[config.mk]
export PLATFORM = sky130hd
export DESIGN_NAME = compare_sequencer
export DESIGN_NICKNAME = d
export VERILOG_FILES = /design/src/rtl/compare_sequencer.sv
export SDC_FILE = /design/constraint.sdc
export NUM_CORES = 1
export LEC_CHECK = 0
export CELL_PAD_IN_SITES_DETAIL_PLACEMENT = 2
export CELL_PAD_IN_SITES_GLOBAL_PLACEMENT = 2
export CORE_ASPECT_RATIO = 0.5
export CORE_MARGIN = 1
export CORE_UTILIZATION = 36
export CTS_BUF_LIST = sky130_fd_sc_hd__clkbuf_8
export DETAILED_ROUTE_END_ITERATION = 12
export PLACE_DENSITY = 0.8
export SLEW_MARGIN = 20
export SYNTH_ARGS = -nofsm -noshare
export SYNTH_HDL_FRONTEND = slang
export SYNTH_SLANG_ARGS = --single-unit
[constraint.sdc]
create_clock -name clk -period 3 [get_ports clk]
set_input_delay 0.6 -clock clk [delete_from_list [all_inputs] [get_ports clk]]
set_output_delay 0.6 -clock clk [all_outputs]
set_load 0.03 [all_outputs]
[src/rtl/compare_sequencer.sv]
// Multi-cycle equality / unsigned-magnitude comparator that walks one CHUNK_SIZE slice per cycle.
// Optional macro COMPARE_SEQUENCER_EARLY_EXIT_EN: finish on the first mismatching chunk.
module compare_sequencer #(
    parameter int unsigned BUS_SIZE   = 32,
    parameter int unsigned CHUNK_SIZE = 8
) (
    input  logic                clk,
    input  logic                rst_n,
    input  logic                req_valid,
    output logic                req_ready,
    input  logic [BUS_SIZE-1:0] a,
    input  logic [BUS_SIZE-1:0] b,
    input  logic                flush,
    output logic                res_valid,
    input  logic                res_ready,
    output logic                equal,
    output logic                less,
    output logic                busy
);

    localparam int unsigned SAFE_CHUNK = (CHUNK_SIZE == 0) ? 1 : CHUNK_SIZE;
    localparam int unsigned NCHUNK     = BUS_SIZE / SAFE_CHUNK;
    localparam int unsigned IDX_W      = (NCHUNK > 1) ? $clog2(NCHUNK) : 1;

    if ((CHUNK_SIZE == 0) || ((BUS_SIZE % SAFE_CHUNK) != 0)) begin : gen_cfg_err
        $error("compare_sequencer: BUS_SIZE must be a non-zero multiple of CHUNK_SIZE");
    end

    typedef enum logic [1:0] {StIdle, StCompare, StDone} state_e;

    state_e              state_q, state_d;
    logic [BUS_SIZE-1:0] a_q, a_d, b_q, b_d;
    logic [IDX_W-1:0]    idx_q, idx_d;
    logic                equal_q, equal_d, less_q, less_d;
    logic [BUS_SIZE-1:0] a_shift, b_shift;
    logic [CHUNK_SIZE-1:0] chunk_a, chunk_b;
    logic                mismatch, chunk_lt;

`ifndef COMPARE_SEQUENCER_EARLY_EXIT_EN
    // Sticky record of the first mismatching chunk while the walk continues.
    logic decided_q, decided_d, dec_less_q, dec_less_d;
`endif

    always_comb begin
        a_shift  = a_q >> (32'(idx_q) * CHUNK_SIZE);
        b_shift  = b_q >> (32'(idx_q) * CHUNK_SIZE);
        chunk_a  = a_shift[CHUNK_SIZE-1:0];
        chunk_b  = b_shift[CHUNK_SIZE-1:0];
        mismatch = (chunk_a != chunk_b);
        chunk_lt = (chunk_a < chunk_b);
    end

    always_comb begin
        state_d = state_q;
        a_d     = a_q;
        b_d     = b_q;
        idx_d   = idx_q;
        equal_d = equal_q;
        less_d  = less_q;
`ifndef COMPARE_SEQUENCER_EARLY_EXIT_EN
        decided_d  = decided_q;
        dec_less_d = dec_less_q;
`endif
        if (flush) begin
            state_d = StIdle;
        end else begin
            case (state_q)
                StIdle: begin
                    if (req_valid) begin
                        a_d     = a;
                        b_d     = b;
                        idx_d   = IDX_W'(NCHUNK - 1);
                        state_d = StCompare;
`ifndef COMPARE_SEQUENCER_EARLY_EXIT_EN
                        decided_d  = 1'b0;
                        dec_less_d = 1'b0;
`endif
                    end
                end
                StCompare: begin
`ifdef COMPARE_SEQUENCER_EARLY_EXIT_EN
                    if (mismatch) begin
                        equal_d = 1'b0;
                        less_d  = chunk_lt;
                        state_d = StDone;
                    end else if (idx_q == '0) begin
                        equal_d = 1'b1;
                        less_d  = 1'b0;
                        state_d = StDone;
                    end else begin
                        idx_d = idx_q - IDX_W'(1);
                    end
`else
                    if (!decided_q && mismatch) begin
                        decided_d  = 1'b1;
                        dec_less_d = chunk_lt;
                    end
                    if (idx_q == '0) begin
                        equal_d = !(decided_q || mismatch);
                        less_d  = decided_q ? dec_less_q : (mismatch && chunk_lt);
                        state_d = StDone;
                    end else begin
                        idx_d = idx_q - IDX_W'(1);
                    end
`endif
                end
                StDone: begin
                    if (res_ready) begin
                        state_d = StIdle;
                    end
                end
                default: state_d = StIdle;
            endcase
        end
    end

    always_ff @(posedge clk or negedge rst_n) begin
        if (!rst_n) begin
            state_q <= StIdle;
            a_q     <= '0;
            b_q     <= '0;
            idx_q   <= '0;
            equal_q <= 1'b0;
            less_q  <= 1'b0;
`ifndef COMPARE_SEQUENCER_EARLY_EXIT_EN
            decided_q  <= 1'b0;
            dec_less_q <= 1'b0;
`endif
        end else begin
            state_q <= state_d;
            a_q     <= a_d;
            b_q     <= b_d;
            idx_q   <= idx_d;
            equal_q <= equal_d;
            less_q  <= less_d;
`ifndef COMPARE_SEQUENCER_EARLY_EXIT_EN
            decided_q  <= decided_d;
            dec_less_q <= dec_less_d;
`endif
        end
    end

    assign req_ready = (state_q == StIdle);
    assign busy      = (state_q != StIdle);
    assign res_valid = (state_q == StDone);
    assign equal     = equal_q;
    assign less      = less_q;

endmodule

Word level (Yosys, flattened, before mapping)
Index checks and enable logic that the tools add are counted.
{ "totals": {"regBits": 72, "output_inout_bits": 5, "in_bits": 69} }
{ "classes": {"reduce_logical": 14, "muxes": 14, "shifts": 2, "eq_ne": 9, "bitwise": 1, "addsub": 1, "magnitude_cmp": 1} }
{ "ops": {"columns": ["op", "count"], "rows": [
  [">> shifter 32 x 5 -> 8 bit", 2],
  ["two-way mux 2 bit", 6],
  ["AND reduction 3 bit", 3],
  ["less-than comparator 8 bit", 1],
  ["inequality test 8 bit", 1],
  ["AND reduction 4 bit", 2],
  ["inequality test 2 bit (second input constant)", 3],
  ["inequality test 3 x 2 -> 1 bit (second input constant)", 2],
  ["case mux 2 bit (3 select lines)", 1],
  ["logical NOT 2 bit", 2],
  ["two-way mux 1 bit", 4],
  ["case mux 1 bit (2 select lines)", 2],
  ["case mux 2 bit (2 select lines)", 1],
  ["nonzero test 2 bit", 2],
  ["inequality test 3 bit (second input constant)", 1],
  ["equality test 2 x 1 -> 1 bit (second input constant)", 1],
  ["equality test 2 bit (second input constant)", 1],
  ["logical AND 1 bit", 2],
  ["logical NOT 1 bit", 2],
  ["subtractor 2 x 1 -> 2 bit (second input constant)", 1],
  ["logical OR 1 bit", 1],
  ["inverter 1 bit", 1]
]} }

Longest topological paths before layout
Gate-level depths: netlist (run 1).
{ "depth": {"word_depth": 5, "depth_mapped": 8} }

Worst setup path after synthesis (run 1)
Ideal clock, no wire load.
{ "synth_timing": {"path_type": "register to register", "start": "register idx_q[0]", "end": "register dec_less_q", "arrival_time_ps": 2420, "path_stages_with_launch": 9, "setup_slack_ps": 456, "cell_sequence": "dfrtp_1 -> buf_2 -> buf_2 -> mux4_2 -> ha_1 -> and3_1 -> a41oi_1 -> o22ai_1 -> o21bai_1"} }
{ "synth_between": {"elab_chain_len": 5, "elab_cells_between_ends": 9} }
{ "synth_rtl": {"columns": ["element", "line_no", "source"], "rows": [
  ["start: declaration", "33", "logic [IDX_W-1:0] idx_q, idx_d;"],
  ["start signal: assignment", "133", "idx_q <= idx_d;"],
  ["branches (longest 5 deep; another with less-than comparator 8 bit)", null, null],
  ["end signal: assignment", "138", "dec_less_q <= dec_less_d;"],
  ["end: declaration", "41", "logic decided_q, decided_d, dec_less_q, dec_less_d;"]
]} }
Several ways; the timed one is not identified. The select of a mux whose other input is x is not followed.
A chain may end at the register's enable or synchronous reset.

Worst setup path after layout (run 1)
{ "layout_timing": {"start": "register idx_q[1]", "end": "register dec_less_q"} }
Same word-level chain as after synthesis.

==> summary.txt, run 1 <==
Run
  • Max-cap violations: 0

Timing
  • Layout Skew: 3.960 ps
  • Setup violators final: 0
  • RSZ-0062 raised after global routing: false
  • Count of final hold-check violations: 0
  • Measured slew at the worst slew-check pin: 799.4 ps
  • Final hold slack: 327.9 ps
  • Setup TNS Final: 0 ps
  • Tcrit/Tclk final: 0.8214
  • Fmax: 0.4058 GHz
  • Relative slew slack: 0.4671
  • Final min period: 2464 ps
  • Slew Limit Fails: 0

Logic synthesis
  • Mapped Avg Cell Area: 15.17 um2
  • Post-Synthesis Cells: 226
  • Synth Cell Area: 3430 um2
  • Post-synthesis sequential area ratio: 0.5254
  • Synth warn: 0
  • EDFF count, synth: 0
  • Yosys cell types: 34
  • Flop and latch count out of synthesis: 72
  • Mapped Nets: 304
  • Async SR Flop Fraction: 1.000
  • Ys flop type: dfrtp_1

Detailed routing
  • Routed via count: 2155
  • Final wirelength: 8.659 mm
  • Vias per cell: 5.071
  • 1st-iter DRT viols: 72
  • DRC Markers: 0
  • Mean routed wirelength per cell: 20.37 um
  • Pre-Repair DR Iteration Count: 3
  • Routed Antenna Nets: 0

Clock network
  • H-tree Lvls: 3
  • Setup repair bufs after CTS: 0
  • Reg clk slew, reported paths: 80 ps
  • Total CTS buffers: 9
  • Clock sink count: 72
  • CTS Buffer Depth: 2
  • Latest clock arrival within the worst-skew pair: 360 ps
  • Post-CTS sizing: 0
  • Root buffer cell: clkbuf_8
  • Hold-fix buffers, CTS: 0
  • CTS tree: built

Pwr
  • Total power: 3160 uW
  • Pwr/cell area: 715.2 nW/um2
  • Leakage: 0.001849 uW
  • Worst vdd ir: 265.9 uV

Global route
  • Largest net degree at the start of global routing: 66
  • All-Layer GR Usage: 0.1962
  • Global routing's busiest layer: met2
  • Initial antenna violation count: 0
  • First-pass GRT wire length: 14.15 mm
  • Met2 GRT Util: 0.3461
  • Via count of the first global-routing pass: 2549
  • Grt total ovfl: 0
  • Met1 Use GR: 0.2352
  • Global routing usage on met3: 0.05687

Die
  • Width of the die: 140.0 um
  • Initial Util: 0.3820
  • Die span in y: 71.02 um
  • FP Rows: 24
  • # IOs: 74
  • DIE AREA: 9944 um2
  • Core Footprint: 8979 um2

Placed design
  • DPL Wire Length: 6.604 mm
  • Routability Congestion: 0.7376
  • Port bufs: 73

Setup path
  • Crit Path Class: register to register
  • CP endpoint kind: register
  • Critical Path RT: 3250 ps
  • Worst path arrival time: 2710 ps
  • CP Launch Type: register
  • CP max FO: 11

Layout
  • Final Util: 0.4921
  • Ant. Diodes: 0
  • FF+latch area: 1802 um2
  • Area Overhead vs Synth: 28.82%
  • Fraction of layout cells with a size suffix above 1: 0.1753
  • Filler Cell Count: 852
  • Most frequent cells in the layout: 72 x dfrtp_1, 72 x clkdlybuf4s50_1, 49 x mux2_1, 16 x mux4_2, 15 x mux2_2
  • Nets: 381
  • Area taken by multi-input logic gates: 1445 um2

Worst hold path
  • HP Class: input port to async pin

Outcome
  • Run status: finished clean
[final timing paths]
check | end | cells after the start | from | slack [ps]
setup / recovery | dec_less_q | 8 | idx_q[1] | 540
hold reg to reg | a_q[25] | 1 | a_q[25] | 490
hold / removal | b_q[5] | 1 | rst_n | 330
setup reg to reg | dec_less_q | 8 | idx_q[1] | 540
min in group clk | a_q[25] | 1 | a_q[25] | 490
max in group asynchronous | a_q[12] | 2 | rst_n | 1980
[stage by stage]
stage | setup WS (ps) | std cells | area (um2)
4_1_cts | 491.3 | 425 | 4418
3_3_place_gp | 674.4 | 409 | 4230
6_report | 535.9 | 425 | 4418
5_1_grt | 304.5 | 425 | 4418
3_5_place_dp | 499.5 | 409 | 4230
2_1_floorplan | 456.0 | 226 | 3430
[layer usage]
layer | vias up | wire length [um]
li1 | 977 | -
met2 | 42 | 4437
met1 | 1125 | 3807
met3 | 11 | 299
met4 | 0 | 115
met5 | - | 0
[flip-flops by register name, indices dropped and copies added (netlist names)]
signal,flops
idx_q,2
dec_less_q,1
state_q,2
equal,1
less,1
a_q,32
decided_q,1
b_q,32
[cell usage after synthesis, drive strengths merged, types with 2 or more instances]
cell type | instances | area share
mux2 | 64 | 0.21
and3 | 2 | 0.0036
inv | 13 | 0.014
ha | 9 | 0.033
nor2 | 6 | 0.0066
nor3b | 2 | 0.0058
a21oi | 6 | 0.0088
mux4 | 16 | 0.11
o21ai | 2 | 0.0029
a211oi | 2 | 0.0044
buf | 10 | 0.039
clkbuf | 2 | 0.0022
nand3 | 2 | 0.0029
nand2 | 2 | 0.0022
dfrtp | 72 | 0.53
nor2b | 2 | 0.0036
nand2b | 2 | 0.0036
[worst max-delay path, stage by stage (launching register included)]
cell      delay, ps
dfrtp_1         560
buf_4           270
mux4_2          330
inv_1            90
ha_1            240
and3_1          230
a41oi_1         330
o22ai_1         140
o21bai_1        170
[cell type report]
type                            count  share of cell area
Timing Repair Buffer               78              0.1784
Clock buffer                        9             0.02804
Sequential cell                    72              0.4078
Tap cell                          117             0.03313
Clock inverter                      7             0.01444
Multi-Input combinational cell    129              0.3271
Inverter                           13             0.01105
[where the power goes]
| part | total [uW] | internal, uW | switching [uW] |
|---|---|---|---|
| combinational | 1080 | 588 | 489 |
| clock | 745 | 376 | 369 |
| sequential | 1340 | 1190 | 151 |
[kinds of logic after synthesis]
| group | Yosys count | share of synthesized area |
|---|---|---|
| AOI/OAI and AO/OA | 17 | 0.03174 |
| muxes | 80 | 0.3152 |
| adders and majority gates | 9 | 0.03284 |
| buffers and inverters | 25 | 0.05509 |
| and+or+nand+nor | 23 | 0.03977 |
| DFF | 72 | 0.5254 |
Power figures use the tool's default switching activity.
==> inputs of run 2 (changes only) <==
Settings changed: CORE_UTILIZATION 36 to 33, PLACE_DENSITY 0.8 to 0.77.
Clock period 3 ns to 2.2 ns, I/O delays scaled along.
==> run 2 against run 1 <==
The run now ends with negative setup slack left. Register-to-register slack lost 620 ps. Maximum frequency is 8.1% higher. Utilization fell by 0.28 points. Sequential share of layout area down 3.0 points. Final cell count grew 6.1%. Largest power group is now combinational cells.
==> summary.txt, run 2 (synthesis results as in run 1) <==
Layout
  • Fraction of layout cells with a size suffix above 1: 0.2627
  • Largest registers: a_q x32, b_q x32
  • Area Overhead vs Synth: 39.22%
  • Most frequent cells in the layout: 72 x dfrtp_1, 69 x clkdlybuf4s50_1, 49 x mux2_1, 16 x mux4_2, 15 x mux2_2
  • Nets: 389
  • Leading cell type in the layout, fill and taps excluded: dfrtp_1
  • Ant. Diodes: 0
  • Final Non-Filler Cells: 451

Die
  • Width of the die: 146.2 um
  • # IOs: 74
  • Core Footprint: 9759 um2
  • FP Rows: 25
  • Die span in y: 74.09 um
  • DIE AREA: 10830 um2
  • Initial Util: 0.3514

Global route
  • Via count of the first global-routing pass: 2656
  • Met2 GRT Util: 0.3577
  • Global routing's busiest layer: met2
  • Grt total ovfl: 0
  • First-pass GRT wire length: 15.45 mm
  • Largest net degree at the start of global routing: 66
  • Global routing usage on met3: 0.05337
  • All-Layer GR Usage: 0.1970
  • Initial antenna violation count: 0
  • Met1 Use GR: 0.2309

Pwr
  • Combinational cell fraction of total power: 0.397
  • Sw Ratio: 0.3162
  • Int Power: 3602 uW
  • Leakage: 0.001972 uW
  • Worst vdd ir: 433.8 uV
  • Flop pwr share: 0.343
  • Net Sw Power: 1666 uW
  • Pwr/cell area: 1103 nW/um2
  • Power share of the clock group: 0.260

Clock network
  • Clock sink count: 72
  • Total CTS buffers: 9
  • Reg clk slew, reported paths: 80 ps
  • Latest clock arrival within the worst-skew pair: 360 ps
  • CTS tree: built
  • CTS Buffer Depth: 2
  • H-tree Lvls: 3
  • Root buffer cell: clkbuf_8

Setup path
  • Critical Path, Cell by Cell: buf_6 -> buf_6 -> mux4_2 -> inv_2 -> ha_4 -> and3_4 -> a41oi_4 -> o22ai_2 -> o21bai_1
  • Most common cell on crit path: buf_6
  • Max incr delay on CP: 520 ps
  • Critical Path RT: 2450 ps
  • CP Launch Type: register
  • Worst path depth: 9
  • Crit Path Class: register to register
  • R2R depth: 9
  • CP max FO: 3
  • CP bufs+invs: 3
  • CP endpoint kind: register
  • Worst path arrival time: 2530 ps
  • Critical path's slowest cell: mux4_2
  • CP delay by family, top: compound AO/OA/AOI/OAI gates

Detailed routing
  • DRC Markers: 0
  • Routed via count: 2244
  • 1st-iter DRT viols: 66
  • Vias per cell: 4.976
  • Pre-Repair DR Iteration Count: 4
  • Final wirelength: 9.557 mm
  • Routed Antenna Nets: 0
  • Mean routed wirelength per cell: 21.19 um

Timing
  • Slew Limit Fails: 0
  • Final setup margin: -80.04 ps
  • Setup violators final: 3
  • Measured slew at the worst slew-check pin: 652.5 ps
  • Fmax: 0.4386 GHz
  • Layout Skew: 11.83 ps
  • RSZ-0062 raised after global routing: true
  • Count of final hold-check violations: 0
  • Tcrit/Tclk final: 1.036
  • Relative slew slack: 0.5624
  • Final min period: 2280 ps

Worst hold path
  • HP Class: input port to async pin

Placed design
  • Routability Congestion: 0.7532
  • Port bufs: 73
  • Number of instances in the placed design: 433
  • DPL Wire Length: 6.464 mm
  • Post-Place Setup Slack: -102.8 ps

Outcome
  • Run status: complete, but fails checks
  • Failing checks: negative setup slack

Run
  • Max-cap violations: 0
[run 2: area by class of cell]
class / instances / area [um2]
Clock buffer: 12 / 165.2
Clock inverter: 4 / 98.84
Fill cell: 920 / 4985
Inverter: 13 / 48.80
Multi-Input combinational cell: 129 / 1594
Sequential cell: 72 / 1802
Tap cell: 135 / 168.9
Timing Repair Buffer: 86 / 897.1
[run 2: routing by layer]
layer	up-vias	wire length, um
met2	58	4854
met1	1163	4131
met3	25	405
met4	0	166
met5	-	0
li1	998	-
[run 2: per-stage QoR]
step	hold WS (ps)	setup TNS, ps	power [uW]	cell area, um2	util
after floorplan	144.4	0	2805	3456	-
after global placement	425.1	-13.01	3277	4330	0.4437
after detailed placement	438.8	-186.7	3390	4330	0.4437
after CTS	36.62	-191.9	5187	4740	0.4856
after global routing	52.42	-503.9	5545	4775	0.4892
final	38.52	-100.1	5268	4775	0.4892
[run 2: what timing repair did]
| item | in CTS | in global routing |
|---|---|---|
| hold buffers | 0 | 0 |
| pin swaps | 4 | 8 |
| gates resized for setup | 21 | 8 |
| buffers inserted | 3 | 0 |
| setup endpoints to repair | 5 | 6 |
[run 2: final timing paths]
check	slack [ps]	to	start
setup / recovery	-80	dec_less_q	idx_q[0]
hold / removal	40	b_q[23]	rst_n
hold reg to reg	490	a_q[13]	a_q[13]
min in group clk	490	a_q[13]	a_q[13]
setup reg to reg	-80	dec_less_q	idx_q[0]
max in group asynchronous	1360	a_q[19]	rst_n
[run 2: power groups by stage]
| stage | logic (uW) | registers [uW] | clock network, uW |
|---|---|---|---|
| finish | 2090 | 1810 | 1370 |
| floorplan | 1060 | 1740 | 0 |
| global placement | 1470 | 1810 | 0 |
| CTS | 1980 | 1810 | 1400 |
| detailed placement | 1560 | 1830 | 0 |
| global route | 2250 | 1850 | 1450 |
